==> src/rtl/igbt_gate_drive_ctrl.sv <==
// Two-channel IGBT gate sequencer: dead-time before every turn-on, mutually exclusive gates,
// max-on timeout, and a latched fault path with a driver-board reset pulse.
module igbt_gate_drive_ctrl #(
    parameter int DEAD_CYC      = 50,
    parameter int MAX_ON_CYC    = 5000000,
    parameter int RST_PULSE_CYC = 500
) (
    input  logic       sys_clk,
    input  logic       sys_rst_n,
    input  logic [1:0] on_en,
    input  logic [1:0] fault_drv,
    input  logic [1:0] error_drv,
    input  logic       clr_fault,
    output logic [1:0] gate,
    output logic [1:0] reset_drv,
    output logic       fault_flag,
    output logic [1:0] timeout_flag,
    output logic       conflict_flag
);
    localparam int MAX_A     = (DEAD_CYC > RST_PULSE_CYC) ? DEAD_CYC : RST_PULSE_CYC;
    localparam int MAX_CNT   = (MAX_ON_CYC > MAX_A) ? MAX_ON_CYC : MAX_A;
    localparam int CNT_W_MIN = $clog2(MAX_CNT + 1);
    localparam int CNT_W     = (CNT_W_MIN > 23) ? CNT_W_MIN : 23;

    localparam logic [CNT_W-1:0] DEAD_LAST = CNT_W'(DEAD_CYC - 1);
    localparam logic [CNT_W-1:0] ON_LAST   = CNT_W'(MAX_ON_CYC - 1);
    localparam logic [CNT_W-1:0] RST_LAST  = CNT_W'(RST_PULSE_CYC - 1);

    typedef enum logic [2:0] {
        S_IDLE,
        S_DEAD,
        S_ON,
        S_HOLD,
        S_FAULT,
        S_RSTDRV,
        S_WAITREL
    } state_t;

    state_t           state_q, state_d;
    logic             tgt_q, tgt_d;
    logic [CNT_W-1:0] cnt_q, cnt_d, cnt_inc;
    logic [3:0]       sync1_q, sync2_q;
    logic [1:0]       gate_q, gate_d;
    logic [1:0]       reset_drv_q, reset_drv_d;
    logic [1:0]       timeout_q, timeout_d;
    logic             fault_q, fault_d;
    logic             conflict_q, conflict_d;
    logic             flt_s;
    logic [1:0]       want;

    assign flt_s   = |sync2_q;
    // The only on_en pattern that keeps the selected channel conducting.
    assign want    = tgt_q ? 2'b10 : 2'b01;
    assign cnt_inc = (&cnt_q) ? cnt_q : cnt_q + 1'b1;

    always_comb begin
        state_d    = state_q;
        tgt_d      = tgt_q;
        cnt_d      = cnt_inc;
        timeout_d  = timeout_q;
        conflict_d = conflict_q;

        if (flt_s && state_q != S_FAULT && state_q != S_RSTDRV) begin
            state_d = S_FAULT;
        end else begin
            case (state_q)
                S_IDLE: begin
                    cnt_d = '0;
                    case (on_en)
                        2'b01: begin
                            tgt_d   = 1'b0;
                            state_d = S_DEAD;
                        end
                        2'b10: begin
                            tgt_d   = 1'b1;
                            state_d = S_DEAD;
                        end
                        2'b11: conflict_d = 1'b1;
                        default: ;
                    endcase
                end
                S_DEAD: begin
                    if (cnt_q == DEAD_LAST) begin
                        cnt_d   = '0;
                        state_d = (on_en == want) ? S_ON : S_IDLE;
                    end
                end
                S_ON: begin
                    if (cnt_q == ON_LAST) begin
                        timeout_d[tgt_q] = 1'b1;
                        state_d          = S_HOLD;
                    end else if (on_en != want) begin
                        state_d = S_IDLE;
                    end
                end
                S_HOLD: begin
                    if (!on_en[tgt_q]) state_d = S_IDLE;
                end
                S_FAULT: begin
                    cnt_d = '0;
                    if (clr_fault) begin
                        state_d    = S_RSTDRV;
                        timeout_d  = 2'b00;
                        conflict_d = 1'b0;
                    end
                end
                S_RSTDRV: begin
                    if (cnt_q == RST_LAST) state_d = S_WAITREL;
                end
                S_WAITREL: begin
                    if (on_en == 2'b00) state_d = S_IDLE;
                end
                default: state_d = S_IDLE;
            endcase
        end

        // Outputs are decoded from the next state so they register together with it.
        gate_d      = (state_d == S_ON) ? (tgt_d ? 2'b10 : 2'b01) : 2'b00;
        reset_drv_d = (state_d == S_RSTDRV) ? 2'b11 : 2'b00;
        fault_d     = (state_d == S_FAULT) || (state_d == S_RSTDRV) || (state_d == S_WAITREL);
    end

    always_ff @(posedge sys_clk or negedge sys_rst_n) begin
        if (!sys_rst_n) begin
            sync1_q     <= '0;
            sync2_q     <= '0;
            state_q     <= S_IDLE;
            tgt_q       <= 1'b0;
            cnt_q       <= '0;
            gate_q      <= 2'b00;
            reset_drv_q <= 2'b00;
            timeout_q   <= 2'b00;
            fault_q     <= 1'b0;
            conflict_q  <= 1'b0;
        end else begin
            sync1_q     <= {error_drv, fault_drv};
            sync2_q     <= sync1_q;
            state_q     <= state_d;
            tgt_q       <= tgt_d;
            cnt_q       <= cnt_d;
            gate_q      <= gate_d;
            reset_drv_q <= reset_drv_d;
            timeout_q   <= timeout_d;
            fault_q     <= fault_d;
            conflict_q  <= conflict_d;
        end
    end

    assign gate          = gate_q;
    assign reset_drv     = reset_drv_q;
    assign fault_flag    = fault_q;
    assign timeout_flag  = timeout_q;
    assign conflict_flag = conflict_q;
endmodule

==> config.mk <==
export PLATFORM = sky130hd
export DESIGN_NAME = igbt_gate_drive_ctrl
export DESIGN_NICKNAME = d
export VERILOG_FILES = /design/src/rtl/igbt_gate_drive_ctrl.sv
export SDC_FILE = /design/constraint.sdc
export NUM_CORES = 1
export LEC_CHECK = 0
export ABC_AREA = 1
export CAP_MARGIN = 40
export CORE_MARGIN = 1.5
export CORE_UTILIZATION = 35
export CTS_BUF_LIST = sky130_fd_sc_hd__clkbuf_2 sky130_fd_sc_hd__clkbuf_4 sky130_fd_sc_hd__clkbuf_8
export CTS_CLUSTER_SIZE = 12
export DETAILED_ROUTE_END_ITERATION = 8
export PLACE_DENSITY = 0.5
export SYNTH_ARGS = -nofsm -noshare
export SYNTH_HDL_FRONTEND = slang
export SYNTH_SLANG_ARGS = --single-unit
==> constraint.sdc <==
create_clock -name sys_clk -period 1.7 [get_ports sys_clk]
set_input_delay 0.34 -clock sys_clk [delete_from_list [all_inputs] [get_ports sys_clk]]
set_output_delay 0.34 -clock sys_clk [all_outputs]
set_load 0.05 [all_outputs]
==> After elaboration in Yosys (flattened, before gate mapping) <==
Index checks and enable logic that the tools add are counted.
{ "totals": {"regBits": 43, "output_inout_bits": 8, "wordCells": 85} }
{ "op_classes": {"add_sub_neg": 1, "magnitude_cmp": 2, "eq_ne": 23, "muxes": 32, "bitwise_logic": 2, "reduce_logical": 15} }
{ "ops": {"columns": ["operator", "count"], "rows": [
  ["2-to-1 mux 23 bit", 3],
  ["one-hot mux 23 bit (2 select lines)", 1],
  ["2-to-1 mux 3 bit", 9],
  ["adder 23 x 1 -> 23 bit, second input constant", 1],
  ["== test 23 bit, second input constant", 1],
  ["== test 23 x 6 -> 1 bit, second input constant", 1],
  ["== test 23 x 9 -> 1 bit, second input constant", 1],
  ["AND reduction 23 bit", 1],
  ["one-hot mux 3 bit (7 select lines)", 1],
  ["== test 3 bit, second input constant", 6],
  ["2-to-1 mux 2 bit", 7],
  ["== test 3 x 2 -> 1 bit, second input constant", 3],
  ["AND reduction 4 bit", 2],
  ["2-to-1 mux 1 bit", 7],
  ["inequality test 3 bit, second input constant", 2],
  ["== test 2 bit, second input constant", 2],
  ["inequality test 2 bit, second input constant", 2],
  ["one-hot mux 1 bit (2 select lines)", 2],
  ["one-hot mux 2 bit (2 select lines)", 1],
  ["nonzero test 2 bit", 2],
  ["OR reduction 2 bit", 2],
  ["OR reduction 4 bit", 1],
  ["== test 3 x 1 -> 1 bit, second input constant", 1],
  ["logical AND 1 bit", 3],
  ["12 further kinds", 13]
]} }

==> Logic depth before layout (Yosys ltp) <==
Gate-level depths: netlist (run 1).
{ "logic_depth": {"word_depth": 9, "depth_mapped": 12, "ltp_nobuf": 12} }

==> Least setup slack after synthesis (run 1) <==
Ideal clock, no wire load.
{ "synth_path": {"path_type": "register to register", "start": "reg cnt_q[0]", "end": "reg cnt_q[2]", "setup_ps": 128, "arrival_ps": 1450, "required_ps": 1572, "path_slack_ps": 123, "stages_incl_launch_ff": 11, "period_less_slack_ps": 1577, "path_cell_list": "dfrtp_1 > ha_1 > nand3_2 > nor2_1 > nand2_1 > nor3_2 > nand2_2 > nand2_1 > inv_1 > o21ai_0 > a21oi_1"} }
{ "synth_via": {"elab_chain_len": 5, "word_cells_on_any_way": 7, "classes_between": "add/sub: 1; eq/ne: 1; mux: 4; reduce/logical: 1"} }
{ "synth_lines": {"columns": ["item", "line_no", "source"], "rows": [
  ["start: declaration", "41", "logic [CNT_W-1:0] cnt_q, cnt_d, cnt_inc;"],
  ["start signal: assignment", "140", "cnt_q <= cnt_d;"],
  ["adder 23 x 1 -> 23 bit or AND reduction 23 bit (tied branches)", "54", "assign cnt_inc = (&cnt_q) ? cnt_q : cnt_q + 1'b1;"],
  ["2-to-1 mux 23 bit", "54", null],
  ["2-to-1 mux 23 bit", "83", "if (cnt_q == DEAD_LAST) begin"],
  ["one-hot mux 23 bit (2 select lines)", "66", "case (state_q)"],
  ["2-to-1 mux 23 bit (*)", "63", "if (flt_s && state_q != S_FAULT && state_q != S_RSTDRV) begin"],
  ["via cnt_d[2]", "41", null]
]} }
The timed path passes the listed nets; every way through them passes the cells marked *.
A chain may end at the register's enable or synchronous reset.

==> Worst setup path in the final report (run 1) <==
{ "layout_path": {"start": "reg cnt_q[0]", "end": "reg state_q[0]"} }
{ "layout_via": {"elab_chain_len": 4, "word_cells_on_any_way": 8, "classes_between": "eq/ne: 3; mux: 5"} }
{ "layout_lines": {"columns": ["item", "line_no", "source"], "rows": [
  ["== test 23 x 9 -> 1 bit, or another cell as far along", "108", "if (cnt_q == RST_LAST) state_d = S_WAITREL;"],
  ["2-to-1 mux 3 bit, on equally long branches", "108, 83, 89", null],
  ["one-hot mux 3 bit (7 select lines) (*)", "66", null],
  ["2-to-1 mux 3 bit (*)", "63", null],
  ["via state_d[0]", "39", "state_t state_q, state_d;"],
  ["end signal: assignment", "138", "state_q <= state_d;"],
  ["end: declaration", "39", null]
]} }
Marked as above.

==> summary.md, run 1 <==
| Metric | Value |
|---|---|
| Starting Density | `36.5%` |
| Post-layout min period | `1.68 ns` |
| Pre-antenna DRT Iters | `4` |
| Worst vdd ir | `0.318 mV` |
| Endpoints failing setup | `0` |
| DR iter-0 viols | `73` |
| Fin nets | `406` |
| Max Slew Vio Count | `0` |
| P&R area growth vs syn | `36.6%` |
| Asr flop ratio synth | `100%` |
| Drt total wl | `6370 µm` |
| Setup TNS | `0 ns` |
| Gr usage total | `17.6%` |
| Initial antenna violation count | `0` |
| Vias in the first global route | `2158` |
| Synthesis-stage register bit count | `42` |
| CP Capture Type | `register` |
| Routed length per instance | `13.0 µm` |
| Period utilisation layout | `99.1%` |
| Pwr Total | `0.00310 W` |
| Worst skew pair latency | `0.30 ns` |
| Dominant cell type by area after synthesis | `dfrtp_1` |
| DRC | `0` |
| CTS buffer count | `5` |
| Main area contributors after synthesis | `dfrtp_1 (42%), nand2_1 (11%), inv_1 (7.5%), nor2_1 (7.2%), nand3_1 (4.4%)` |
| Unique masters post-synth | `30` |
| CORE AREA | `6830 µm²` |
| Horiz. Die Dim | `87.4 µm` |
| Critical path peak fanout | `2` |
| ANT nets after route | `0` |
| Clock sink count | `42` |
| Slew of the pin with the lowest slew margin | `0.427 ns` |
| Dpl hpwl | `4610 µm` |
| Worst EP arrival | `1.89 ns` |
| Max-cap viol count | `0` |
| Row cnt | `30` |
| Syn Inst Count | `328` |
| Status | `complete, but fails checks` |
| Cell area after synthesis | `2490 µm²` |
| First-pass GRT wire length | `10300 µm` |
| Total Die Area | `7630 µm²` |
| Syn nets | `342` |
| Nature of the critical path startpoint | `register` |
| CP max stage delay | `0.43 ns` |
| Ports | `17` |
| Clock-pin slew on the worst setup and hold paths | `0.09 ns` |
| WP buf/inv | `3` |
| Top cell type's share of synthesized area | `42.2%` |
| Routability cong. | `0.879` |
| Clock buffer depth | `2` |
| RSZ-0062 raised after global routing | `true` |
| Height of the die | `87.4 µm` |
| Antenna Cells | `0` |
| Fraction of layout cells with a size suffix above 1 | `34.4%` |
| Via count | `2273` |
| Critical path's slowest cell | `dfrtp_1` |
| Violated checks | `hold timing` |
| IO Port Bufs | `16` |
| Synth warn | `0` |
| Most frequent cell after synthesis | `nand2_1` |
| List of most frequent post-synthesis cells | `nand2_1 (70), inv_1 (50), nor2_1 (48)` |
| Slew margin rel. | `71.4%` |
| # hold bufs at CTS | `0` |
| Final Core Density | `49.8%` |
| Crit-path cells | `ha_4, buf_4, inv_1, nor2_1, nand2_1, nor2_2, nand2_1, nand2_2, nand3_4, nor2_2, buf_4, nor2_1` |
| H-tree levels | `2` |
| Crit Path Class | `register to register` |
| Leak | `1.72 nW` |
| Clock root buffer | `clkbuf_8` |
| Via density | `4.65` |
| Hold Vio Cnt, Final | `5` |
| Filler cells | `675` |
| Sequential area share after synthesis | `42.2%` |
| CTS tree | `yes` |
| Worst Hold Class | `input port to async pin` |
| PD cells | `911 nW/µm²` |
| Hold WS | `-0.00165 ns` |
| Fmax | `594 MHz` |
| Final Skew | `0.00651 ns` |
| Total grt overflow | `0` |
| Post-synth EDFFs | `0` |
| Worst path top cell family by delay | `simple AND/OR/NAND/NOR gates` |
| Top_reg_cell synth | `dfrtp_1` |
| Largest net degree at the start of global routing | `43` |
| Worst EP required | `1.90 ns` |
| Syn_area_per_cell | `7.59 µm²` |
==> routing by layer <==
metal,vias up,part of all wire (%),track usage (%)
li1,1166,-,-
met1,1075,51,25.3
met2,27,45,27.8
met3,5,3.6,2.84
met4,0,0.69,3.90
met5,-,0,0
==> placed cells by master (no fill, tap or decap), types with 3 or more instances in the layout <==
cell type and n:
inv_6 3, nor2_2 10, clkbuf_8 5, nand2_2 15, clkdlybuf4s50_1 6, a21oi_2 3, nor2_1 39, o21a_1 6
nor3_2 5, nand3_1 14, inv_2 9, nor3_4 3, buf_4 44, o21ai_2 3, nand2_1 65, o21ai_0 3
a21oi_1 7, o211ai_1 5, ha_1 3, nand4_1 6, nand3_2 8, nor2_4 4, xor2_1 7, buf_6 4
inv_1 45, nor3_1 3, dfrtp_1 40, o21ai_1 3
==> path summary, 6_finish.rpt <==
kind / slack, ns / start / to / depth (start not counted)
min in group sys_clk: 0.35 / sync1_q[3]$_DFF_PN0_ / sync2_q[3]$_DFF_PN0_ / 0
min: -0.002 / sys_rst_n / cnt_q[11]$_DFF_PN0_ / 2
max: 0.02 / cnt_q[0]$_DFF_PN0_ / state_q[0]$_DFF_PN0_ / 12
max in group asynchronous: 1.49 / sys_rst_n / cnt_q[8]$_DFF_PN0_ / 2
min reg2reg: 0.35 / sync1_q[3]$_DFF_PN0_ / sync2_q[3]$_DFF_PN0_ / 0
max reg2reg: 0.02 / cnt_q[0]$_DFF_PN0_ / state_q[0]$_DFF_PN0_ / 12
==> cells by family after synthesis <==
group	count (synthesis)	synth area share [%]
buffers and inverters	59	9.34
AOI/OAI and AO/OA	35	8.89
xor gates and xnor gates	7	2.46
DFF	42	42.2
adders and majority gates	5	2.51
and+or+nand+nor	180	34.6
==> state kept, by name, summed over array words and instances (netlist names) <==
register       cells
cnt_q             23
sync1_q            4
sync2_q            4
state_q            3
gate               2
timeout_flag       2
conflict_flag      1
fault_flag         1
reset_drv          1
tgt_q              1
==> metrics by stage <==
step | instance area, µm² | hold WS (ns) | setup slack [ns] | std cells
after floorplan | 2490 | 0.0444 | 0.123 | 328
after global placement | 3000 | 0.333 | -0.204 | 472
after detailed placement | 3000 | 0.335 | -0.249 | 472
after CTS | 3190 | 0.00404 | -0.0211 | 482
after global routing | 3400 | 0.00513 | -0.125 | 489
final | 3400 | -0.00165 | 0.0158 | 489
==> final cells by class <==
cell class | instances | area, µm² | area share [%]
Sequential cell | 42 | 1050 | 31.0
Tap cell | 96 | 120 | 3.53
Inverter | 57 | 219 | 6.43
Clock inverter | 3 | 26.3 | 0.772
Clock buffer | 5 | 68.8 | 2.02
Multi-Input combinational cell | 227 | 1400 | 41.2
Timing Repair Buffer | 59 | 513 | 15.1
==> timing repair <==
| item | 4_1_cts | 5_1_grt |
|---|---|---|
| pin swaps | 12 | 22 |
| endpoints found under the setup margin | 9 | 26 |
| resized for setup | 19 | 46 |
| buffers inserted | 3 | 6 |
| gates cloned | 0 | 1 |
==> power by group <==
part	leakage, nW	total, W	switching, W	internal [W]
clock network	0.0495	0.000717	0.000411	0.000306
registers	0.539	0.00122	0.000121	0.00110
logic	1.13	0.00116	0.000673	0.000485
total	1.72	0.00310	0.00121	0.00189
(Power assumes the default switching activity.)
==> inputs of run 2 (changes only) <==
MAX_ROUTING_LAYER = met4   (was default)
TNS_END_PERCENT = 10   (was default)
==> summary.md, run 2 (synthesis gave the netlist of run 1 again) <==
| Metric | Value |
|---|---|
| Starting Density | `36.5% (unchanged)` |
| Net Sw Frac | `38.9% (+0.042 points)` |
| DR WL met2 | `2770 µm (-3.6%)` |
| Largest Register | `cnt_q` |
| Status | `complete, but fails checks` |
| Dpl hpwl | `4610 µm (unchanged)` |
| Slew margin rel. | `71.1% (-0.30 points)` |
| Period utilisation layout | `99.2% (+0.14 points)` |
| Largest net degree at the start of global routing | `43 (unchanged)` |
| Initial antenna violation count | `0 (unchanged)` |
| Routability cong. | `0.893 (+1.7%)` |
| Final Skew | `0.00533 ns (-0.00118 ns)` |
| Nature of the critical path startpoint | `input port` |
| Worst skew pair latency | `0.30 ns (about the same)` |
| Top routing layer used | `met4` |
| R2R Path End | `state_q[0]$_DFF_PN0_` |
| Fmax | `593 MHz (-0.14%)` |
| Worst EP arrival | `1.89 ns (about the same)` |
| Total Die Area | `7630 µm² (unchanged)` |
| Row cnt | `30 (unchanged)` |
| Worst EP required | `1.90 ns (about the same)` |
| Met3 WL | `148 µm (-36%)` |
| DR iter-0 viols | `81 (+11%)` |
| Ports | `17 (unchanged)` |
| Max-cap viol count | `0 (unchanged)` |
| Worst vdd ir | `0.319 mV (+0.44%)` |
| Routed length per instance | `12.7 µm (-2.4%)` |
| Fin nets | `402 (-0.99%)` |
| Hold WS | `-0.000867 ns (+0.000778 ns)` |
| CTS tree | `yes` |
| PD cells | `906 nW/µm² (-0.52%)` |
| Worst r2r src | `cnt_q[12]$_DFF_PN0_` |
| Crit Path Class | `input port to register` |
| Switching power total | `0.00116 W (-3.6%)` |
| Flop pwr share | `41.0% (+1.5 points)` |
| Slack of the worst reg-to-reg path | `0.01 ns (about the same)` |
| H-tree levels | `2 (unchanged)` |
| Worst Hold Class | `input port to async pin` |
| Gr usage total | `18.0% (+0.39 points)` |
| Clock-pin slew on the worst setup and hold paths | `0.09 ns (about the same)` |
| First-pass GRT wire length | `10300 µm (-0.67%)` |
| Fraction of layout cells with a size suffix above 1 | `30.1% (-4.3 points)` |
| Max reg flops | `23 (unchanged)` |
| Slew of the pin with the lowest slew margin | `0.432 ns (+0.00441 ns)` |
| Antenna Cells | `0 (unchanged)` |
| Hold Vio Cnt, Final | `1 (-4)` |
| Clock buffer depth | `2 (unchanged)` |
| Drt total wl | `6170 µm (-3.2%)` |
| Worst slack, placed | `-0.249 ns (unchanged)` |
| DRC | `0 (unchanged)` |
| Endpoints failing setup | `0 (unchanged)` |
| Fin worst setup slack | `0.0134 ns (-0.00244 ns)` |
| P&R area growth vs syn | `32.2%` |
| Via density | `4.59 (-1.3%)` |
| Post-layout min period | `1.69 ns (+0.00244 ns)` |
| Largest registers | `cnt_q x23, sync1_q x4, sync2_q x4` |
| Part of the power in combinational logic | `35.0% (-2.4 points)` |
| CTS buffer count | `5 (unchanged)` |
| Via count | `2226 (-2.1%)` |
| Most frequent cells in the layout | `nand2_1 (66), inv_1 (48), buf_4 (41), dfrtp_1 (40), nor2_1 (39)` |
| RSZ-0062 raised after global routing | `true` |
| Placed insts | `472 (unchanged)` |
| Height of the die | `87.4 µm (unchanged)` |
| Horiz. Die Dim | `87.4 µm (unchanged)` |
| Clock root buffer | `clkbuf_8` |
| Max Slew Vio Count | `0 (unchanged)` |
| Finished Layout Cells | `485 (-0.82%)` |
| Clock sink count | `42 (unchanged)` |
| Violated checks | `hold timing` |
| Total grt overflow | `0 (unchanged)` |
| ANT nets after route | `0 (unchanged)` |
| CORE AREA | `6830 µm² (unchanged)` |
| Worst r2r path cells | `10 (-2)` |
| Internal power | `0.00182 W (-3.8%)` |
| Wl on met1 | `3210 µm (-0.40%)` |
| Leading cell type in the layout, fill and taps excluded | `nand2_1` |
| Pre-antenna DRT Iters | `4 (unchanged)` |
| Leak | `1.68 nW (-2.2%)` |
| Vias in the first global route | `2163 (+0.23%)` |
| Critical path peak fanout | `5 (+3)` |
| CP Capture Type | `register` |
| Power share of the clock group | `24.0% (+0.9 points)` |
| IO Port Bufs | `16 (unchanged)` |
| Setup TNS | `0 ns (unchanged)` |
run 2: what timing repair did:
item,in CTS,in global routing
setup endpoints to repair,9,28
endpoints found under the hold margin,0,0
resized for setup,14,30
hold buffers,0,0
buffers inserted,3,3
pin swaps,10,11
run 2: how the worst max path moves through the flow:
stage                       startpoint                   end  slack (ns)  cells after the start
floorplan           cnt_q[0]$_DFF_PN0_    cnt_q[2]$_DFF_PN0_        0.12                     10
global placement              on_en[0]     gate[0]$_DFF_PN0_       -0.20                     10
detailed placement            on_en[0]     gate[0]$_DFF_PN0_       -0.25                     10
CTS                 cnt_q[0]$_DFF_PN0_    cnt_q[6]$_DFF_PN0_       -0.03                     11
global route        cnt_q[1]$_DFF_PN0_   cnt_q[13]$_DFF_PN0_       -0.11                      9
finish                        on_en[1]  state_q[0]$_DFF_PN0_        0.01                     10
run 2: cell type report:
cell class / instances / area, µm²
clock buffers: 5 / 68.8
inverters: 57 / 216
flip-flops and latches: 42 / 1050
repair buffers: 55 / 459
well taps: 96 / 120
fillers: 682 / 3540
clock inverters: 3 / 26.3
multi-input cells: 227 / 1350
run 2: worst max-delay path, cell delays in order:
cell	delay [ns]
clkdlybuf4s50_1	0.55
inv_1	0.07
ha_1	0.26
inv_1	0.05
nor2_1	0.05
nor2_2	0.15
nand3_4	0.10
nor2_2	0.16
buf_4	0.12
nor2_1	0.03
run 2: layer usage:
metal | global-route usage (%) | vias up
met5 | - | -
met4 | 3.90 | 0
met3 | 2.84 | 5
met2 | 27.6 | 24
met1 | 25.2 | 1039
li1 | - | 1158
run 2: through the flow:
stage / util, % / instance area [µm²] / total power (W)
after floorplan: - / 2490 / 0.00179
after global placement: 43.8 / 3000 / 0.00212
after detailed placement: 43.8 / 3000 / 0.00213
after CTS: 46.4 / 3170 / 0.00295
after global routing: 48.2 / 3290 / 0.00317
final: 48.2 / 3290 / 0.00298
run 2: power by group through the flow:
stage / Clock (W) / Combinational [W] / Sequential (W)
floorplan: 0 / 0.000464 / 0.00133
global placement: 0 / 0.000901 / 0.00122
CTS: 0.000753 / 0.000975 / 0.00122
finish: 0.000716 / 0.00104 / 0.00122
detailed placement: 0 / 0.000901 / 0.00123
global route: 0.000784 / 0.00115 / 0.00124
==> inputs of run 3 (changes only) <==
CTS_CLUSTER_SIZE = default   (was 12)
GPL_TIMING_DRIVEN = 0   (was default)
==> summary.md, run 3 (synthesis gave the netlist of run 1 again) <==
| Metric | Value |
|---|---|
| Status | `finished clean` |
| Fin nets | `373 (-7.2%)` |
| Drt total wl | `5670 µm (-8.1%)` |
| Routability cong. | `0.849 (-5.0%)` |
| Starting Density | `36.5% (unchanged)` |
| Nature of the critical path startpoint | `register` |
| Placed insts | `441 (-6.6%)` |
| Largest Register | `cnt_q` |
| Worst Hold Class | `input port to async pin` |
| # hold bufs at CTS | `0 (unchanged)` |
| Critical path peak fanout | `5 (unchanged)` |
| Via density | `4.70 (+2.3%)` |
| CORE AREA | `6830 µm² (unchanged)` |
| Vias in the first global route | `1964 (-9.2%)` |
| First-pass GRT wire length | `9570 µm (-6.7%)` |
| Largest registers | `cnt_q x23, sync1_q x4, sync2_q x4` |
| Fmax | `604 MHz (+1.9%)` |
| CTS tree | `yes` |
| CTS buffer count | `5 (unchanged)` |
| Pre-antenna DRT Iters | `4 (unchanged)` |
| Gr usage total | `16.9% (-1.1 points)` |
| H-tree levels | `2 (unchanged)` |
| Total grt overflow | `0 (unchanged)` |
| Period utilisation layout | `97.4% (-1.8 points)` |
| Most frequent cells in the layout | `nand2_1 (69), inv_1 (46), nor2_1 (43), dfrtp_1 (41), nand3_1 (21)` |
| Fraction of layout cells with a size suffix above 1 | `19.7% (-10 points)` |
| Row cnt | `30 (unchanged)` |
| Clock-pin slew on the worst setup and hold paths | `0.09 ns (about the same)` |
| Dpl hpwl | `4300 µm (-6.7%)` |
| Endpoints failing setup | `0 (unchanged)` |
| Worst EP arrival | `1.85 ns (-0.04 ns)` |
| Clock buffer depth | `2 (unchanged)` |
| Via count | `2141 (-3.8%)` |
| Leak | `1.55 nW (-7.3%)` |
| CP Capture Type | `register` |
| Worst vdd ir | `0.360 mV (+13%)` |
| Worst skew pair latency | `0.31 ns (about the same)` |
| DR iter-0 viols | `90 (+11%)` |
| Worst EP required | `1.89 ns (about the same)` |
| Net Sw Frac | `38.9% (about the same)` |
| IO Port Bufs | `16 (unchanged)` |
| Initial antenna violation count | `0 (unchanged)` |
| Height of the die | `87.4 µm (unchanged)` |
| Area post-placement | `2790 µm² (-6.7%)` |
| Hold WS | `0.00454 ns (+0.00541 ns)` |
| Slew of the pin with the lowest slew margin | `0.533 ns (+0.101 ns)` |
| Part of the power in combinational logic | `32.0% (-3.0 points)` |
| P&R area growth vs syn | `22.0%` |
| Hold Vio Cnt, Final | `0 (-1)` |
| Leading cell type in the layout, fill and taps excluded | `nand2_1` |
| Final Skew | `0.00611 ns (+0.000776 ns)` |
| Post-layout min period | `1.66 ns (-0.0314 ns)` |
| Slack of the worst reg-to-reg path | `0.04 ns (+0.03 ns)` |
| Antenna Cells | `0 (unchanged)` |
| Max Slew Vio Count | `0 (unchanged)` |
| Slew margin rel. | `64.5% (-6.6 points)` |
| Max-cap viol count | `0 (unchanged)` |
| Internal power | `0.00172 W (-5.6%)` |
| Switching power total | `0.00110 W (-5.7%)` |
| Final Core Density | `44.5% (-3.7 points)` |
| Power share of the clock group | `24.9% (+0.9 points)` |
| Horiz. Die Dim | `87.4 µm (unchanged)` |
| Clock root buffer | `clkbuf_8` |
| Max reg flops | `23 (unchanged)` |
| ANT nets after route | `0 (unchanged)` |
| Final design area excluding fillers | `3040 µm² (-7.7%)` |
| Total Die Area | `7630 µm² (unchanged)` |
| RSZ-0062 raised after global routing | `true` |
| Largest net degree at the start of global routing | `23 (-47%)` |
| DRC | `0 (unchanged)` |
| Finished Layout Cells | `456 (-6.0%)` |
| PD cells | `927 nW/µm² (+2.3%)` |
| Fin worst setup slack | `0.0448 ns (+0.0314 ns)` |
| Worst slack, placed | `-0.305 ns (-0.0562 ns)` |
| Clock sink count | `42 (unchanged)` |
| Flop pwr share | `43.2% (+2.2 points)` |
| Ports | `17 (unchanged)` |
| Routed length per instance | `12.4 µm (-2.3%)` |
| Crit Path Class | `register to register` |
==> run 3: cell count changes in the layout (fill, tap and decap cells not counted), sizes merged <==
cell           before  now
clkinvlp            0    1
clkdlybuf4s50       7    6
dlygate4sd2         0    8
clkinv              1    2
buf                48   11
dlymetal6s2s        0    1
inv                59   57
==> run 3: repair_timing <==
| item | in CTS | in global routing |
|---|---|---|
| setup endpoints to repair | 34 | 26 |
| resized for setup | 17 | 21 |
| setup buffers | 2 | 5 |
| cloned | 0 | 0 |
| pin swaps | 0 | 3 |
==> run 3: power by group through the flow <==
stage / Combinational (W) / Sequential [W] / Clock [W]
2_1_floorplan: 0.000464 / 0.00133 / 0
3_3_place_gp: 0.000817 / 0.00123 / 0
3_5_place_dp: 0.000825 / 0.00123 / 0
4_1_cts: 0.000856 / 0.00120 / 0.000729
5_1_grt: 0.000988 / 0.00123 / 0.000762
6_report: 0.000901 / 0.00122 / 0.000700
==> run 3: worst max-delay path: stages, from the launching register on <==
cell and delay [ns]:
dfrtp_1 0.42, ha_4 0.18, nand3_4 0.12, nor2_4 0.13, nand2_4 0.08, nor3_4 0.21
nand2_4 0.10, nand2_1 0.07, inv_1 0.04, o21ai_0 0.13, a21oi_1 0.05
==> run 3: final cells by class <==
class | count | area, µm²
plain buffers | 2 | 18.8
flip-flops and latches | 42 | 1050
clock buffers | 5 | 68.8
inverters | 57 | 216
repair buffers | 24 | 228
well taps | 96 | 120
multi-input cells | 227 | 1310
clock inverters | 3 | 25.0
fillers | 742 | 3790
==> run 3: final timing paths <==
kind,cells after the start,to,from
hold reg to reg,0,sync2_q[2]$_DFF_PN0_,sync1_q[2]$_DFF_PN0_
min in group sys_clk,0,sync2_q[2]$_DFF_PN0_,sync1_q[2]$_DFF_PN0_
setup / recovery,10,cnt_q[2]$_DFF_PN0_,cnt_q[1]$_DFF_PN0_
setup reg to reg,10,cnt_q[2]$_DFF_PN0_,cnt_q[1]$_DFF_PN0_
max in group asynchronous,2,gate[1]$_DFF_PN0_,sys_rst_n
hold / removal,1,cnt_q[0]$_DFF_PN0_,sys_rst_n
==> run 3: through the flow <==
stage          TNS [ns]  total power [W]
3_5_place_dp      -3.88          0.00206
2_1_floorplan         0          0.00179
3_3_place_gp     -41.00          0.00205
6_report              0          0.00282
4_1_cts          -0.270          0.00279
5_1_grt          -0.964          0.00298
==> run 3: layer usage <==
layer	vias up	GRT usage [%]	share of wire [%]
met5	-	-	0
met1	986	23.1	50
met4	0	5.77	1.8
met3	9	3.41	3.2
met2	35	25.0	45
li1	1111	-	-
